<file path="src/rtl/alu_pkg.sv">
// Shared ALU types: operation codes, RV32I opcode constants and the issue entry
// handed from the issue stage to the ALU.
package alu_pkg;

  localparam int XLEN = 32;
  localparam int OP_W = 4;

  typedef enum logic [OP_W-1:0] {
    ALU_ADD  = 4'd0,
    ALU_SUB  = 4'd1,
    ALU_AND  = 4'd2,
    ALU_OR   = 4'd3,
    ALU_XOR  = 4'd4,
    ALU_SLT  = 4'd5,
    ALU_SLL  = 4'd6,
    ALU_SRL  = 4'd7,
    ALU_SLTU = 4'd8,
    ALU_SRA  = 4'd9
  } alu_op_e;

  localparam logic [6:0] OPC_OP     = 7'b0110011;
  localparam logic [6:0] OPC_OP_IMM = 7'b0010011;
  localparam logic [6:0] OPC_LUI    = 7'b0110111;
  localparam logic [6:0] OPC_AUIPC  = 7'b0010111;

  localparam logic [6:0] FUNCT7_BASE = 7'b0000000;
  localparam logic [6:0] FUNCT7_ALT  = 7'b0100000;

  typedef enum logic [1:0] {
    BUF_EMPTY = 2'd0,
    BUF_ONE   = 2'd1,
    BUF_FULL  = 2'd2
  } buf_state_e;

  typedef struct packed {
    logic [XLEN-1:0] a;
    logic [XLEN-1:0] b;
    alu_op_e         alu_op;
    logic [4:0]      rd;
    logic            reg_write;
    logic            illegal;
  } issue_entry_t;

endpackage

</file>
<file path="src/rtl/alu_decode.sv">
// Combinational RV32I ALU-class decoder: forms operands and ALU op from the
// instruction, PC and register read data. Unsupported encodings become a zero ADD.
module alu_decode
  import alu_pkg::*;
(
  input  logic [31:0]     instr_i,
  input  logic [XLEN-1:0] pc_i,
  input  logic [XLEN-1:0] rs1_data_i,
  input  logic [XLEN-1:0] rs2_data_i,
  output issue_entry_t    entry_o
);

  logic [6:0]      opcode;
  logic [2:0]      funct3;
  logic [6:0]      funct7;
  logic [4:0]      rd;
  logic            base_f7;
  logic            alt_f7;
  logic            is_shift;
  logic            legal;
  logic [XLEN-1:0] a;
  logic [XLEN-1:0] b;
  alu_op_e         op;

  assign opcode   = instr_i[6:0];
  assign funct3   = instr_i[14:12];
  assign funct7   = instr_i[31:25];
  assign rd       = instr_i[11:7];
  assign base_f7  = (funct7 == FUNCT7_BASE);
  assign alt_f7   = (funct7 == FUNCT7_ALT);
  assign is_shift = (funct3 == 3'b001) || (funct3 == 3'b101);

  // alt selects SUB for funct3=000 and SRA for funct3=101; ignored elsewhere.
  function automatic alu_op_e f3_to_op(input logic [2:0] f3, input logic alt);
    case (f3)
      3'b000:  f3_to_op = alt ? ALU_SUB : ALU_ADD;
      3'b001:  f3_to_op = ALU_SLL;
      3'b010:  f3_to_op = ALU_SLT;
      3'b011:  f3_to_op = ALU_SLTU;
      3'b100:  f3_to_op = ALU_XOR;
      3'b101:  f3_to_op = alt ? ALU_SRA : ALU_SRL;
      3'b110:  f3_to_op = ALU_OR;
      default: f3_to_op = ALU_AND;
    endcase
  endfunction

  always_comb begin
    legal = 1'b0;
    a     = '0;
    b     = '0;
    op    = ALU_ADD;
    case (opcode)
      OPC_OP: begin
        legal = base_f7 || (alt_f7 && (funct3 == 3'b000 || funct3 == 3'b101));
        a     = rs1_data_i;
        b     = is_shift ? {{(XLEN-5){1'b0}}, rs2_data_i[4:0]} : rs2_data_i;
        op    = f3_to_op(funct3, alt_f7);
      end
      OPC_OP_IMM: begin
        legal = !is_shift || base_f7 || (alt_f7 && funct3 == 3'b101);
        a     = rs1_data_i;
        b     = is_shift ? {{(XLEN-5){1'b0}}, instr_i[24:20]}
                         : {{(XLEN-12){instr_i[31]}}, instr_i[31:20]};
        op    = f3_to_op(funct3, alt_f7 && funct3 == 3'b101);
      end
      OPC_LUI: begin
        legal = 1'b1;
        b     = {instr_i[31:12], 12'b0};
      end
      OPC_AUIPC: begin
        legal = 1'b1;
        a     = pc_i;
        b     = {instr_i[31:12], 12'b0};
      end
      default: legal = 1'b0;
    endcase
    if (!legal) begin
      a  = '0;
      b  = '0;
      op = ALU_ADD;
    end
  end

  assign entry_o.a         = a;
  assign entry_o.b         = b;
  assign entry_o.alu_op    = op;
  assign entry_o.rd        = rd;
  assign entry_o.reg_write = legal && (rd != 5'd0);
  assign entry_o.illegal   = !legal;

endmodule

</file>
<file path="src/rtl/alu_issue_stage.sv">
// Decode-to-execute issue stage: decodes into an issue entry and hands it to the
// ALU through a two-entry skid buffer so in_ready never depends on out_ready.
module alu_issue_stage
  import alu_pkg::*;
(
  input  logic            clk,
  input  logic            rst_n,
  input  logic            flush,
  input  logic            in_valid,
  output logic            in_ready,
  input  logic [31:0]     in_instr,
  input  logic [XLEN-1:0] in_pc,
  input  logic [XLEN-1:0] in_rs1_data,
  input  logic [XLEN-1:0] in_rs2_data,
  output logic            out_valid,
  input  logic            out_ready,
  output logic [XLEN-1:0] out_a,
  output logic [XLEN-1:0] out_b,
  output logic [OP_W-1:0] out_alu_op,
  output logic [4:0]      out_rd,
  output logic            out_reg_write,
  output logic            out_illegal
);

  // Handshake: a transfer happens on a rising edge where valid & ready are both
  // high; a producer holding valid keeps its payload stable until that edge.
  buf_state_e   state_q, state_d;
  issue_entry_t m_q, m_d;
  issue_entry_t s_q, s_d;
  issue_entry_t dec_entry;
  logic         in_ready_q, in_ready_d;
  logic         in_fire;
  logic         out_fire;

  alu_decode u_decode (
    .instr_i    (in_instr),
    .pc_i       (in_pc),
    .rs1_data_i (in_rs1_data),
    .rs2_data_i (in_rs2_data),
    .entry_o    (dec_entry)
  );

  assign in_ready  = in_ready_q;
  assign out_valid = (state_q != BUF_EMPTY);
  assign in_fire   = in_valid && in_ready_q;
  assign out_fire  = out_valid && out_ready;

  always_comb begin
    state_d = state_q;
    m_d     = m_q;
    s_d     = s_q;
    case (state_q)
      BUF_EMPTY: begin
        if (in_fire) begin
          m_d     = dec_entry;
          state_d = BUF_ONE;
        end
      end
      BUF_ONE: begin
        if (in_fire && !out_fire) begin
          s_d     = dec_entry;
          state_d = BUF_FULL;
        end else if (!in_fire && out_fire) begin
          state_d = BUF_EMPTY;
        end else if (in_fire && out_fire) begin
          m_d = dec_entry;
        end
      end
      BUF_FULL: begin
        if (out_fire) begin
          m_d     = s_q;
          state_d = BUF_ONE;
        end
      end
      default: state_d = BUF_EMPTY;
    endcase
    // Flush wins: any entry captured this cycle is abandoned along with M and S.
    if (flush) begin
      state_d = BUF_EMPTY;
    end
    in_ready_d = (state_d != BUF_FULL);
  end

  always_ff @(posedge clk or negedge rst_n) begin
    if (!rst_n) begin
      state_q    <= BUF_EMPTY;
      in_ready_q <= 1'b1;
      m_q        <= '0;
      s_q        <= '0;
    end else begin
      state_q    <= state_d;
      in_ready_q <= in_ready_d;
      m_q        <= m_d;
      s_q        <= s_d;
    end
  end

  assign out_a         = m_q.a;
  assign out_b         = m_q.b;
  assign out_alu_op    = m_q.alu_op;
  assign out_rd        = m_q.rd;
  assign out_reg_write = m_q.reg_write;
  assign out_illegal   = m_q.illegal;

endmodule
</file>
<file path="config.mk">
export PLATFORM = sky130hd
export DESIGN_NAME = alu_issue_stage
export DESIGN_NICKNAME = d
export VERILOG_FILES = /design/src/rtl/alu_pkg.sv /design/src/rtl/alu_decode.sv /design/src/rtl/alu_issue_stage.sv
export SDC_FILE = /design/constraint.sdc
export NUM_CORES = 1
export LEC_CHECK = 0
export BUFFER_PORTS_ARGS = -buffer_cell sky130_fd_sc_hd__buf_4
export CAP_MARGIN = 0
export CORE_MARGIN = 2
export CORE_UTILIZATION = 26
export DETAILED_ROUTE_END_ITERATION = 8
export PLACE_DENSITY = 0.51
export SKIP_LAST_GASP = 1
export SLEW_MARGIN = 20
export SYNTH_ARGS = -nofsm -noshare
export SYNTH_HDL_FRONTEND = slang
export SYNTH_HIERARCHICAL = 1
export SYNTH_SLANG_ARGS = --single-unit
</file>
<file path="constraint.sdc">
create_clock -name clk -period 1.55 [get_ports clk]
set_input_delay 0.155 -clock clk [delete_from_list [all_inputs] [get_ports clk]]
set_output_delay 0.155 -clock clk [all_outputs]
set_load 0.02 [all_outputs]
</file>
# Yosys cells after proc, flatten, opt, wreduce, memory -nomap -nowiden
# Index checks and enable logic that the tools add are counted.
[word_totals]
reg_bits = 153
inputBits = 133
word_cells = 87
[classes]
n_eq_ne = 19
mux = 27
n_reduce_logical = 27
[ops]
columns = ["cell", "n"]
rows = [
  ["75-bit 2-to-1 mux", 5],
  ["75-bit one-hot mux with 3 select lines", 1],
  ["32-bit 2-to-1 mux", 4],
  ["32-bit one-hot mux with 3 select lines", 1],
  ["32-bit one-hot mux with 2 select lines", 1],
  ["4-bit one-hot mux with 7 select lines", 2],
  ["7-bit by 6-bit == test with 1-bit output, second input constant", 3],
  ["7-bit by 5-bit == test with 1-bit output, second input constant", 2],
  ["4-bit 2-to-1 mux", 3],
  ["2-bit != test, second input constant", 6],
  ["2-bit 2-to-1 mux", 5],
  ["3-bit == test, second input constant", 3],
  ["1-bit logical AND", 8],
  ["4-bit one-hot mux with 2 select lines", 1],
  ["7-bit zero test", 1],
  ["3-bit by 2-bit == test with 1-bit output, second input constant", 2],
  ["2-bit one-hot mux with 3 select lines", 1],
  ["6-bit AND reduction", 1],
  ["1-bit logical OR", 5],
  ["5-bit nonzero test", 1],
  ["1-bit zero test", 4],
  ["2-bit OR reduction", 2],
  ["3-bit by 1-bit == test with 1-bit output, second input constant", 1],
  ["3-bit zero test", 1],
  ["8 further kinds", 9],
]

# Longest topological paths before layout
# Gate-level depths: netlist of the first run.
[logic_depth]
depth_word = 11
mapped_depth = 9
ltp_nobuf = 6

# Cells and area by module
# The synthesis of the first run kept the hierarchy.
[modules_own_cells]
columns = ["module", "n_inst", "cells_each", "area_per_inst_um2", "seq_area_each_um2"]
rows = [
  ["alu_issue_stage", 1, 502, 6583.8, 3829.9],
  ["alu_decode", 1, 225, 1367.6, 0.0],
]

# Worst setup path after synthesis of the first run
# OpenSTA, ideal clock, no wires.
[synth_timing]
kind = "input port to flip-flop"
startpoint = "in in_instr[5]"
endpoint = "reg s_q[54] in the netlist's numbering"
setup_ns = 0.127
t_arrival_ns = 1.631
required_ns = 1.423
setup_slack_ns = -0.209
cell_stages = 8
n_path_buf = 3
cell_sequence = "clkbuf_1 -> nor4b_1 -> a211o_1 -> a21oi_2 -> buf_6 -> buf_2 -> nor2_1 -> mux2_1"
[synth_lines]
columns = ["item", "line", "source"]
rows = [
  ["from (decl)", "alu_issue_stage.sv:11", "input logic [31:0] in_instr,"],
  ["to (signal assigned)", "alu_issue_stage.sv:89", "s_q <= '0;"],
  ["to (signal assigned)", "alu_issue_stage.sv:94", "s_q <= s_d;"],
  ["to (decl)", "alu_issue_stage.sv:29", "issue_entry_t s_q, s_d;"],
]

# Final worst setup path of the first run
[layout_timing]
startpoint = "reg in_ready_q, in the netlist in_ready"
endpoint = "reg s_q[42] in the netlist's numbering"
[layout_via]
elab_chain_len = 3
[layout_rtl]
columns = ["item", "line", "source"]
rows = [
  ["from (decl)", "alu_issue_stage.sv:31", "logic in_ready_q, in_ready_d;"],
  ["from (signal assigned)", "alu_issue_stage.sv:92", "in_ready_q <= in_ready_d;"],
  ["1-bit logical AND", "alu_issue_stage.sv:45", "assign in_fire = in_valid && in_ready_q;"],
  ["1-bit logical AND", "alu_issue_stage.sv:60", "if (in_fire && !out_fire) begin"],
  ["2-bit AND reduction (no line)", "n/a", ""],
]
# Every way passes these cells.
# A chain may end at the register's enable or synchronous reset.

==> flow_summary.json, run 1 <==
{
  "status": "finished with violations",
  "violations": "setup timing",
  "clkSinkCount": 153,
  "slew_violations": 0,
  "critical_path_arrival_ps": 2030,
  "power_w": 0.0103,
  "synth.most_common_cell": "dfrtp_1",
  "ys_ff_latch": 153,
  "synth_warnings": 6,
  "routedWlPerCell_um": 18.4,
  "drt_wl_total_um": 25800,
  "r2r_end": "s_q[42]",
  "relSlewSlack_pct": 72.8,
  "yosysSeqAreaShare_pct": 48.2,
  "n_fill_cell": 2903,
  "synth_edf_count": 0,
  "worst_pin_slew_ps": 396,
  "syn_area_per_cell_um2": 10.9,
  "r2r_cells": 5,
  "hold_depth": 3,
  "skew_ps": 9.21,
  "firstDrtPassIters": 4,
  "synthFlopType": "dfrtp_1",
  "synth_top_cell_area_share_pct": 47.8,
  "fmax_mhz": 576,
  "drive_gt1_share_pct": 49.0,
  "seqPwrFrac_pct": 40.6,
  "ys_async_sr_fraction_pct": 100,
  "yosys-top-cells-count": "152 x dfrtp_1, 87 x mux2i_1, 85 x nand2_1",
  "syn_area_mm2": 0.00795,
  "postLayoutSetupSlackWorst_ps": -186,
  "crit_fanout": 15,
  "yosys.area.top_type": "dfrtp_1",
  "p_int_w": 0.00754,
  "crit_family": "flip-flops",
  "irDropWorstVdd_mv": 0.599,
  "crit_type": "reg2reg",
  "p_switching_w": 0.00272,
  "grt_pass1_vias": 6317,
  "crit_chain": "nand2_4 -> nor4b_4 -> buf_4 -> buf_12 -> mux2_2",
  "via_per_inst": 4.65,
  "r2r_slack_ps": -190,
  "rows": 64,
  "synthTopCellsByArea": "dfrtp_1 48%, mux2i_1 11%, mux2_1 7.1%",
  "worstHoldStart": "in_instr[9]",
  "cts-root-buf": "clkbuf_16",
  "p_leak_nw": 6.08,
  "grt-ovfl-total": 0,
  "sw_frac_of_total_pct": 26.5,
  "power.share.clock_pct": 41.0,
  "syn-num-nets": 860,
  "slowest_delay_ps": 550,
  "hold_class": "in2reg",
  "startpoint_type": "flip-flop",
  "numCtsBuffers": 17,
  "fin_setup_tns_ps": -15170,
  "grt_antenna_before_repair": 1,
  "dp_hpwl_um": 17300,
  "ctsLongestPathBuffers": 2,
  "core_mm2": 0.0303,
  "cp_slowest_cell": "dfstp_2",
  "port_buffers": 209,
  "drtIter0Drc": 283,
  "die-area_mm2": 0.0320,
  "syn-instance-count": 727,
  "drv_cap": 0,
  "grtUsageTotal_pct": 15.1,
  "p_comb_share_pct": 18.4,
  "yosysUniqueCellTypes": 49,
  "finalCritPeriodShare_pct": 112,
  "grt_first_pass_wirelength_um": 36900,
  "place_congestion": 0.834,
  "final_antenna_net_count": 0,
  "final_nets": 1130,
  "worst-path-buf-inv": 2,
  "min_period_ps": 1740,
  "rsz0062_at_grt": "true",
  "h-tree-depth": 4,
  "min_to": "out_rd[2]",
  "grt_max_degree": 51,
  "fp.dieH_um": 179,
  "hold_violations": 0,
  "io_pins": 210,
  "powerDensity_mw_per_mm2": 842,
  "clk_latency_ps": 420,
  "floorplan.initialDensity_pct": 26.2,
  "regToRegStartpoint": "in_ready",
  "cts_tree": "built",
  "area_growth_pct": 53.2,
  "crit_path_end_kind": "flip-flop",
  "setup_viol_count_final": 148,
  "die_width_um": 179,
  "drc": 0,
  "via_count": 6532,
  "critical_path_required_ps": 1840,
  "path_clk_slew_ps": 60
}
repair_timing:
item	CTS	global route
setup endpoints to repair	81	149
hold endpoints to repair	160	0
hold buffers	8	0
resized for setup	11	96
pin swaps	1	11
buffers inserted	5	4
gates cloned	3	17
kinds of logic after synthesis:
family / synth area share (%)
flops: 48.2
compound gates: 13.9
mux: 21.6
simple gates: 10.8
buf+inv: 5.57
layout by cell type, fill, tap and decap left out, drive strengths merged, types with 2 or more instances in the layout:
cell and count:
mux2 75, nand3b 2, or3 2, or2 3, dlygate4sd3 8, nor2 54, a2bb2oi 18, a211oi 2
inv 5, a22oi 32, bufinv 2, buf 295, a21oi 22, a31oi 2, nand2b 3, nand2 86
dfrtp 152, a21o 2, nor3 17, or4 3, clkbuf 34, nor4b 3, a211o 2, mux2i 87
nand4b 2, nor2b 2, clkinvlp 4, o21ai 79
tightest hold or removal path, cell delays in order:
cell and delay [ps]:
buf_4 100, mux2i_1 60, o21ai_1 100
how the worst max path moves through the flow:
stage | startpoint | end | depth (start not counted)
finish | in_ready | s_q[42] | 5
global route | in_ready | s_q[66] | 5
CTS | in_ready | s_q[42] | 5
detailed placement | in_instr[25] | out_b[2] | 8
global placement | in_instr[25] | out_b[2] | 8
floorplan | in_ready | s_q[23] | 5
area by class of cell:
class | instances | area, um2 | area share, %
timing repair buffer | 316 | 3050 | 25.0
tap | 396 | 495 | 4.07
clock inverter | 9 | 116 | 0.955
clock buffer | 21 | 460 | 3.78
multi-input combinational | 507 | 4220 | 34.7
antenna | 1 | 2.50 | 0.0205
sequential | 153 | 3830 | 31.4
inverter | 2 | 7.51 | 0.0616
power by group through the flow:
stage | logic [W] | clock network, W | registers (W)
2_1_floorplan | 0.000654 | 0 | 0.00429
3_3_place_gp | 0.00141 | 0 | 0.00424
3_5_place_dp | 0.00141 | 0 | 0.00424
4_1_cts | 0.00156 | 0.00432 | 0.00417
5_1_grt | 0.00202 | 0.00451 | 0.00418
6_report | 0.00189 | 0.00421 | 0.00417
stage by stage:
| stage | setup slack [ps] | util, % | hold slack (ps) | instance area [um2] | std cells |
|---|---|---|---|---|---|
| 6_report | -186 | 40.1 | 44.6 | 12200 | 1405 |
| 5_1_grt | -229 | 40.1 | 30.7 | 12200 | 1404 |
| 4_1_cts | -189 | 37.9 | 19.6 | 11500 | 1385 |
| 3_5_place_dp | -550 | 35.2 | 34.6 | 10700 | 1339 |
| 3_3_place_gp | -563 | 35.2 | 33.1 | 10700 | 1339 |
| 2_1_floorplan | -158 | - | -141 | 8270 | 727 |
metal layers:
metal	part of all wire [%]	vias up	GRT usage, %
li1	-	3149	-
met1	45	3247	20.1
met2	50	116	24.8
met3	4.1	20	3.46
met4	1.5	0	3.90
met5	0	-	0
registers in the layout, indices dropped and copies added, names as in the netlist:
signal / count
s_q: 75
out_rd: 5
out_reg_write: 1
out_b: 32
out_a: 32
out_illegal: 1
out_alu_op: 4
state_q: 2
in_ready: 1
(Power assumes the default switching activity.)
==> run 2, diff against run 1 <==
--- a/config.mk
+++ b/config.mk
@@ -5,12 +5,13 @@
 export SDC_FILE = /design/constraint.sdc
 export NUM_CORES = 1
 export LEC_CHECK = 0
+export ABC_AREA = 1
 export BUFFER_PORTS_ARGS = -buffer_cell sky130_fd_sc_hd__buf_4
 export CAP_MARGIN = 0
 export CORE_MARGIN = 2
 export CORE_UTILIZATION = 26
 export DETAILED_ROUTE_END_ITERATION = 8
-export PLACE_DENSITY = 0.51
+export PLACE_DENSITY = 0.5
 export SKIP_LAST_GASP = 1
 export SLEW_MARGIN = 20
 export SYNTH_ARGS = -nofsm -noshare
==> flow_summary.json, run 2 <==
{
  "status": "finished, final reports clean",
  "slew_violations": 0,
  "via_per_inst": 4.67,
  "routedWlPerCell_um": 18.1,
  "setup_viol_count_final": 0,
  "hold_class": "in2reg",
  "irDropWorstVdd_mv": 0.819,
  "place_area_mm2": 0.0114,
  "min_period_ps": 1510,
  "critical_path_arrival_ps": 1880,
  "powerDensity_mw_per_mm2": 845,
  "final_nets": 1611,
  "place_congestion": 0.819,
  "r2r_slack_ps": 40,
  "core_mm2": 0.0337,
  "ys_ff_latch": 153,
  "area_growth_pct": 39.1,
  "yosys.area.top_type": "dfrtp_1",
  "slowest_delay_ps": 550,
  "fin_hold_ws_ps": 71.0,
  "largest_register_ffs": 75,
  "firstDrtPassIters": 5,
  "r2r_cells": 8,
  "dr_wl_met3_um": 2060,
  "synth_top_cell_area_share_pct": 42.5,
  "crit_type": "reg2reg",
  "r2r_end": "out_rd[4]",
  "critical_path_required_ps": 1930,
  "n_fill_cell": 3563,
  "min_to": "s_q[37]",
  "startpoint_type": "flip-flop",
  "syn_area_mm2": 0.00894,
  "cp_slowest_cell": "dfrtp_4",
  "port_buffers": 209,
  "syn-num-nets": 1383,
  "path_clk_slew_ps": 70,
  "hold_depth": 4,
  "worst_pin_slew_ps": 456,
  "synth_warnings": 6,
  "yosysUniqueCellTypes": 31,
  "cts_tree": "built",
  "drc": 0,
  "via_count": 9060,
  "drive_gt1_share_pct": 26.6,
  "crit_path_end_kind": "flip-flop",
  "postLayoutSetupSlackWorst_ps": 42.9,
  "grt-ovfl-total": 0,
  "wl_met2_um": 16300,
  "grt_pass1_vias": 8833,
  "wl_met1_um": 15900,
  "die_width_um": 189,
  "skew_ps": 8.42,
  "drv_cap": 0,
  "clk_latency_ps": 440,
  "grt_first_pass_wirelength_um": 50700,
  "p_leak_nw": 6.61,
  "fmax_mhz": 664,
  "crit_family": "buffers and inverters",
  "regToRegStartpoint": "state_q[1]",
  "ys_async_sr_fraction_pct": 100,
  "max_flop_register": "s_q",
  "grtUsageTotal_pct": 18.2,
  "cts-root-buf": "clkbuf_16",
  "rsz0062_at_grt": "true",
  "h-tree-depth": 4,
  "drtIter0Drc": 682,
  "path_common_cell": "nand2_1",
  "final_common_cell": "nand2_1",
  "clkSinkCount": 153,
  "hold_violations": 0,
  "crit_chain": "inv_2 -> nand2_2 -> buf_4 -> nand3_4 -> buf_12 -> buf_8 -> nand2_1 -> nand2_1",
  "syn_area_per_cell_um2": 7.15,
  "dp_hpwl_um": 22000,
  "drt_wl_total_um": 35100,
  "synthTopCellsByArea": "dfrtp_1 43%, nand2_1 27%, nand3_1 11%",
  "grt_antenna_before_repair": 1,
  "syn-instance-count": 1250,
  "floorplan.initialDensity_pct": 26.5,
  "worst-path-buf-inv": 4,
  "synthFlopType": "dfrtp_1",
  "place_ws_ps": -389,
  "rows": 67,
  "utilization_pct": 36.9,
  "crit_fanout": 18,
  "numCtsBuffers": 17,
  "finalCritPeriodShare_pct": 97.2,
  "synth.most_common_cell": "nand2_1",
  "synth_edf_count": 0,
  "ctsLongestPathBuffers": 2,
  "worstHoldStart": "out_ready",
  "fp.dieH_um": 189,
  "fin_area_mm2": 0.0124,
  "final_antenna_net_count": 0,
  "routed.top_layer": "met4",
  "die-area_mm2": 0.0359,
  "yosysSeqAreaShare_pct": 42.8,
  "yosys-top-cells-count": "648 x nand2_1, 191 x nand3_1, 152 x dfrtp_1",
  "layout_common_cells": "641 x nand2_1, 258 x buf_4, 190 x nand3_1, 150 x dfrtp_1, 44 x nor2_1",
  "io_pins": 210,
  "relSlewSlack_pct": 69.6,
  "grt_max_degree": 76
}
## run 2: cell types whose count changed after synthesis, moves of 12 or more
cell | previous run | this run
a22oi_1 | 32 | 7
a22oi_2 | 0 | 27
a2bb2oi_1 | 18 | 0
buf_2 | 17 | 42
inv_1 | 2 | 20
mux2_1 | 50 | 0
mux2_2 | 25 | 0
mux2i_1 | 87 | 0
nand2_1 | 85 | 648
nand3_1 | 1 | 191
nor3_1 | 15 | 3
o21ai_0 | 38 | 5
o21ai_1 | 16 | 0
o21ai_2 | 25 | 0
## run 2: layout make-up
type / instances / area (um2) / share of cell area (%)
multi-input combinational: 973 / 4430 / 35.6
sequential: 153 / 3830 / 30.8
timing repair buffer: 308 / 2870 / 23.1
tap: 448 / 561 / 4.51
clock buffer: 18 / 439 / 3.53
clock inverter: 13 / 201 / 1.62
inverter: 25 / 100 / 0.805
antenna: 1 / 2.50 / 0.0201
## run 2: cells by family after synthesis
group                  Yosys count  synth area share, %
AND/OR/NAND/NOR                907                 42.0
AO/OA/AOI/OAI                   66                 6.75
flip-flops                     153                 42.8
buffers and inverters          124                 8.43
## run 2: power by group
group | leakage [nW] | internal [W] | switching, W
combinational | 4.19 | 0.000704 | 0.00100
sequential | 2.11 | 0.00408 | 0.0000489
clock | 0.308 | 0.00288 | 0.00180
## run 2: layer usage
metal / GRT usage (%) / vias to the layer above
met1: 24.1 / 4278
met4: 5.81 / 0
met2: 29.8 / 308
met3: 3.37 / 39
li1: - / 4435
met5: 0 / -
## run 2: how the worst max path moves through the flow
stage                      startpoint         to  slack, ps  depth (start not counted)
after detailed placement  in_instr[6]  out_a[18]       -390                         12
final                      state_q[1]  out_rd[4]         40                          8
after global routing      in_instr[4]  out_a[31]        -20                         12
after CTS                    in_ready  out_a[18]        -10                          8
after floorplan           in_instr[5]   out_a[1]         60                         14
after global placement    in_instr[6]  out_a[18]       -370                         12
## run 2: metrics by stage
stage,instances,power [W],setup TNS [ps]
2_1_floorplan,1250,0.00481,0
3_3_place_gp,1885,0.00564,-32700
3_5_place_dp,1885,0.00564,-35230
4_1_cts,1923,0.0104,-18.1
5_1_grt,1938,0.0109,-219
6_report,1939,0.0105,0
## run 2: what timing repair did
item / CTS / global route
pin swaps: 0 / 2
buffers inserted: 0 / 4
cloned: 0 / 11
setup endpoints to repair: 34 / 118
resized for setup: 2 / 18
endpoints found under the hold margin: 43 / 0
hold buffers: 7 / 0
## run 2: worst reg2reg max path, stage by stage, from the launching register on
cell     delay (ps)
dfrtp_4         550
inv_2           110
nand2_2          60
buf_4           140
nand3_4          60
buf_12          170
buf_8           230
nand2_1          70
nand2_1          60
==> run 3, diff against run 2 <==
--- a/config.mk
+++ b/config.mk
@@ -9,9 +9,9 @@
 export BUFFER_PORTS_ARGS = -buffer_cell sky130_fd_sc_hd__buf_4
 export CAP_MARGIN = 0
 export CORE_MARGIN = 2
-export CORE_UTILIZATION = 26
+export CORE_UTILIZATION = 49
 export DETAILED_ROUTE_END_ITERATION = 8
-export PLACE_DENSITY = 0.5
+export PLACE_DENSITY = 0.8
 export SKIP_LAST_GASP = 1
 export SLEW_MARGIN = 20
 export SYNTH_ARGS = -nofsm -noshare
==> flow_summary.json, run 3 (same netlist as run 2, synthesis figures left out) <==
{
  "grt-ovfl-total": 0,
  "place_congestion": 0.889,
  "grt_pass1_vias": 8884,
  "drtIter0Drc": 1134,
  "power_w": 0.0100,
  "r2r_end": "s_q[55]",
  "drive_gt1_share_pct": 27.7,
  "ctsLongestPathBuffers": 2,
  "grt_antenna_before_repair": 1,
  "final_antenna_net_count": 0,
  "largest_register_ffs": 75,
  "fmax_mhz": 643,
  "hold_violations": 0,
  "clk_latency_ps": 430,
  "dp_hpwl_um": 18100,
  "violations": "setup timing",
  "startpoint_type": "flip-flop",
  "drt_wl_total_um": 29900,
  "utilization_pct": 67.0,
  "cts-root-buf": "clkbuf_16",
  "r2r_slack_ps": -5,
  "die-area_mm2": 0.0193,
  "cp-startpoint": "in_ready",
  "regToRegStartpoint": "in_ready",
  "crit_family": "flip-flops",
  "powerDensity_mw_per_mm2": 838,
  "routedWlPerCell_um": 17.4,
  "hold_depth": 3,
  "area_growth_pct": 34.1,
  "irDropWorstVdd_mv": 0.794,
  "drc": 0,
  "r2r_cells": 8,
  "fp.dieH_um": 139,
  "core_mm2": 0.0179,
  "status": "finished with violations",
  "io_pins": 210,
  "critical_path_required_ps": 1860,
  "rsz0062_at_grt": "true",
  "clkSinkCount": 153,
  "slew_violations": 0,
  "grtUsageTotal_pct": 28.6,
  "h-tree-depth": 4,
  "path_clk_slew_ps": 60,
  "min_to": "s_q[6]",
  "rows": 49,
  "slowest_delay_ps": 560,
  "n_fill_cell": 1451,
  "drv_cap": 0,
  "hold_class": "in2reg",
  "final_common_cell": "nand2_1",
  "critical_path_arrival_ps": 1870,
  "floorplan.initialDensity_pct": 49.9,
  "via_per_inst": 5.59,
  "cp_slowest_cell": "dfstp_2",
  "fin_area_mm2": 0.0120,
  "cts_tree": "built",
  "relSlewSlack_pct": 72.1,
  "die_width_um": 139,
  "crit_type": "reg2reg",
  "via_count": 9585,
  "fin_hold_ws_ps": 17.9,
  "min_period_ps": 1550,
  "p_leak_nw": 6.51,
  "grt_first_pass_wirelength_um": 44900,
  "place_ws_ps": -392,
  "final_nets": 1606,
  "worst-path-buf-inv": 3,
  "firstDrtPassIters": 7,
  "max_flop_register": "s_q",
  "crit_fanout": 7,
  "skew_ps": 11.1,
  "port_buffers": 209,
  "crit_chain": "nand2_4 -> buf_6 -> nor2_4 -> buf_12 -> nand2_8 -> clkbuf_16 -> nand2_2 -> nand2_1",
  "layout_common_cells": "621 x nand2_1, 259 x buf_4, 190 x nand3_1, 151 x dfrtp_1, 43 x nor2_1",
  "grt_max_degree": 57,
  "worst_pin_slew_ps": 418,
  "setup_viol_count_final": 3,
  "numCtsBuffers": 17,
  "postLayoutSetupSlackWorst_ps": -4.68,
  "place_area_mm2": 0.0108,
  "finalCritPeriodShare_pct": 100,
  "crit_path_end_kind": "flip-flop",
  "worstHoldStart": "in_instr[11]"
}
[run 3: repair_timing]
action / CTS / global route
pin swaps: 0 / 4
gates resized for setup: 1 / 49
endpoints found under the setup margin: 2 / 131
setup buffers: 0 / 9
hold buffers: 6 / 0
gates cloned: 0 / 14
endpoints found under the hold margin: 41 / 0
[run 3: worst register-to-register path: stages (launching register included)]
cell       delay, ps
dfstp_2          560
nand2_4           70
buf_6            110
nor2_4           110
buf_12           140
nand2_8          110
clkbuf_16        220
nand2_2           60
nand2_1           50
[run 3: worst max-delay path by stage]
stage | depth (start not counted) | slack [ps] | end
global placement | 11 | -340 | out_a[4]
finish | 8 | -5 | s_q[55]
detailed placement | 11 | -390 | out_a[4]
global route | 8 | -40 | s_q[43]
CTS | 6 | -8 | state_q[1]
floorplan | 14 | 60 | out_a[1]
[run 3: per-layer routing]
layer  wire length (um)  vias to the layer above  GRT usage (%)
li1                   -                     4419              -
met1              11800                     4494           37.7
met2              14100                      603           47.8
met3               3170                       69           5.11
met4                813                        0           9.78
met5                  0                        -              0
[run 3: cell type report]
type	instances	area (um2)	share of cell area, %
timing repair buffer	302	2650	22.1
tap	229	287	2.39
inverter	25	100	0.835
antenna	1	2.50	0.0209
clock inverter	10	143	1.19
clock buffer	22	474	3.95
sequential	153	3830	31.9
multi-input combinational	974	4500	37.5
[run 3: per-stage QoR]
stage | TNS [ps] | instances
2_1_floorplan | 0 | 1250
3_3_place_gp | -29810 | 1654
3_5_place_dp | -38590 | 1654
4_1_cts | -7.69 | 1692
5_1_grt | -747 | 1715
6_report | -8.87 | 1716
[run 3: power by group]
part | switching [W] | internal (W) | total (W)
sequential | 0.0000541 | 0.00408 | 0.00413
combinational | 0.000911 | 0.000621 | 0.00153
clock | 0.00171 | 0.00267 | 0.00438
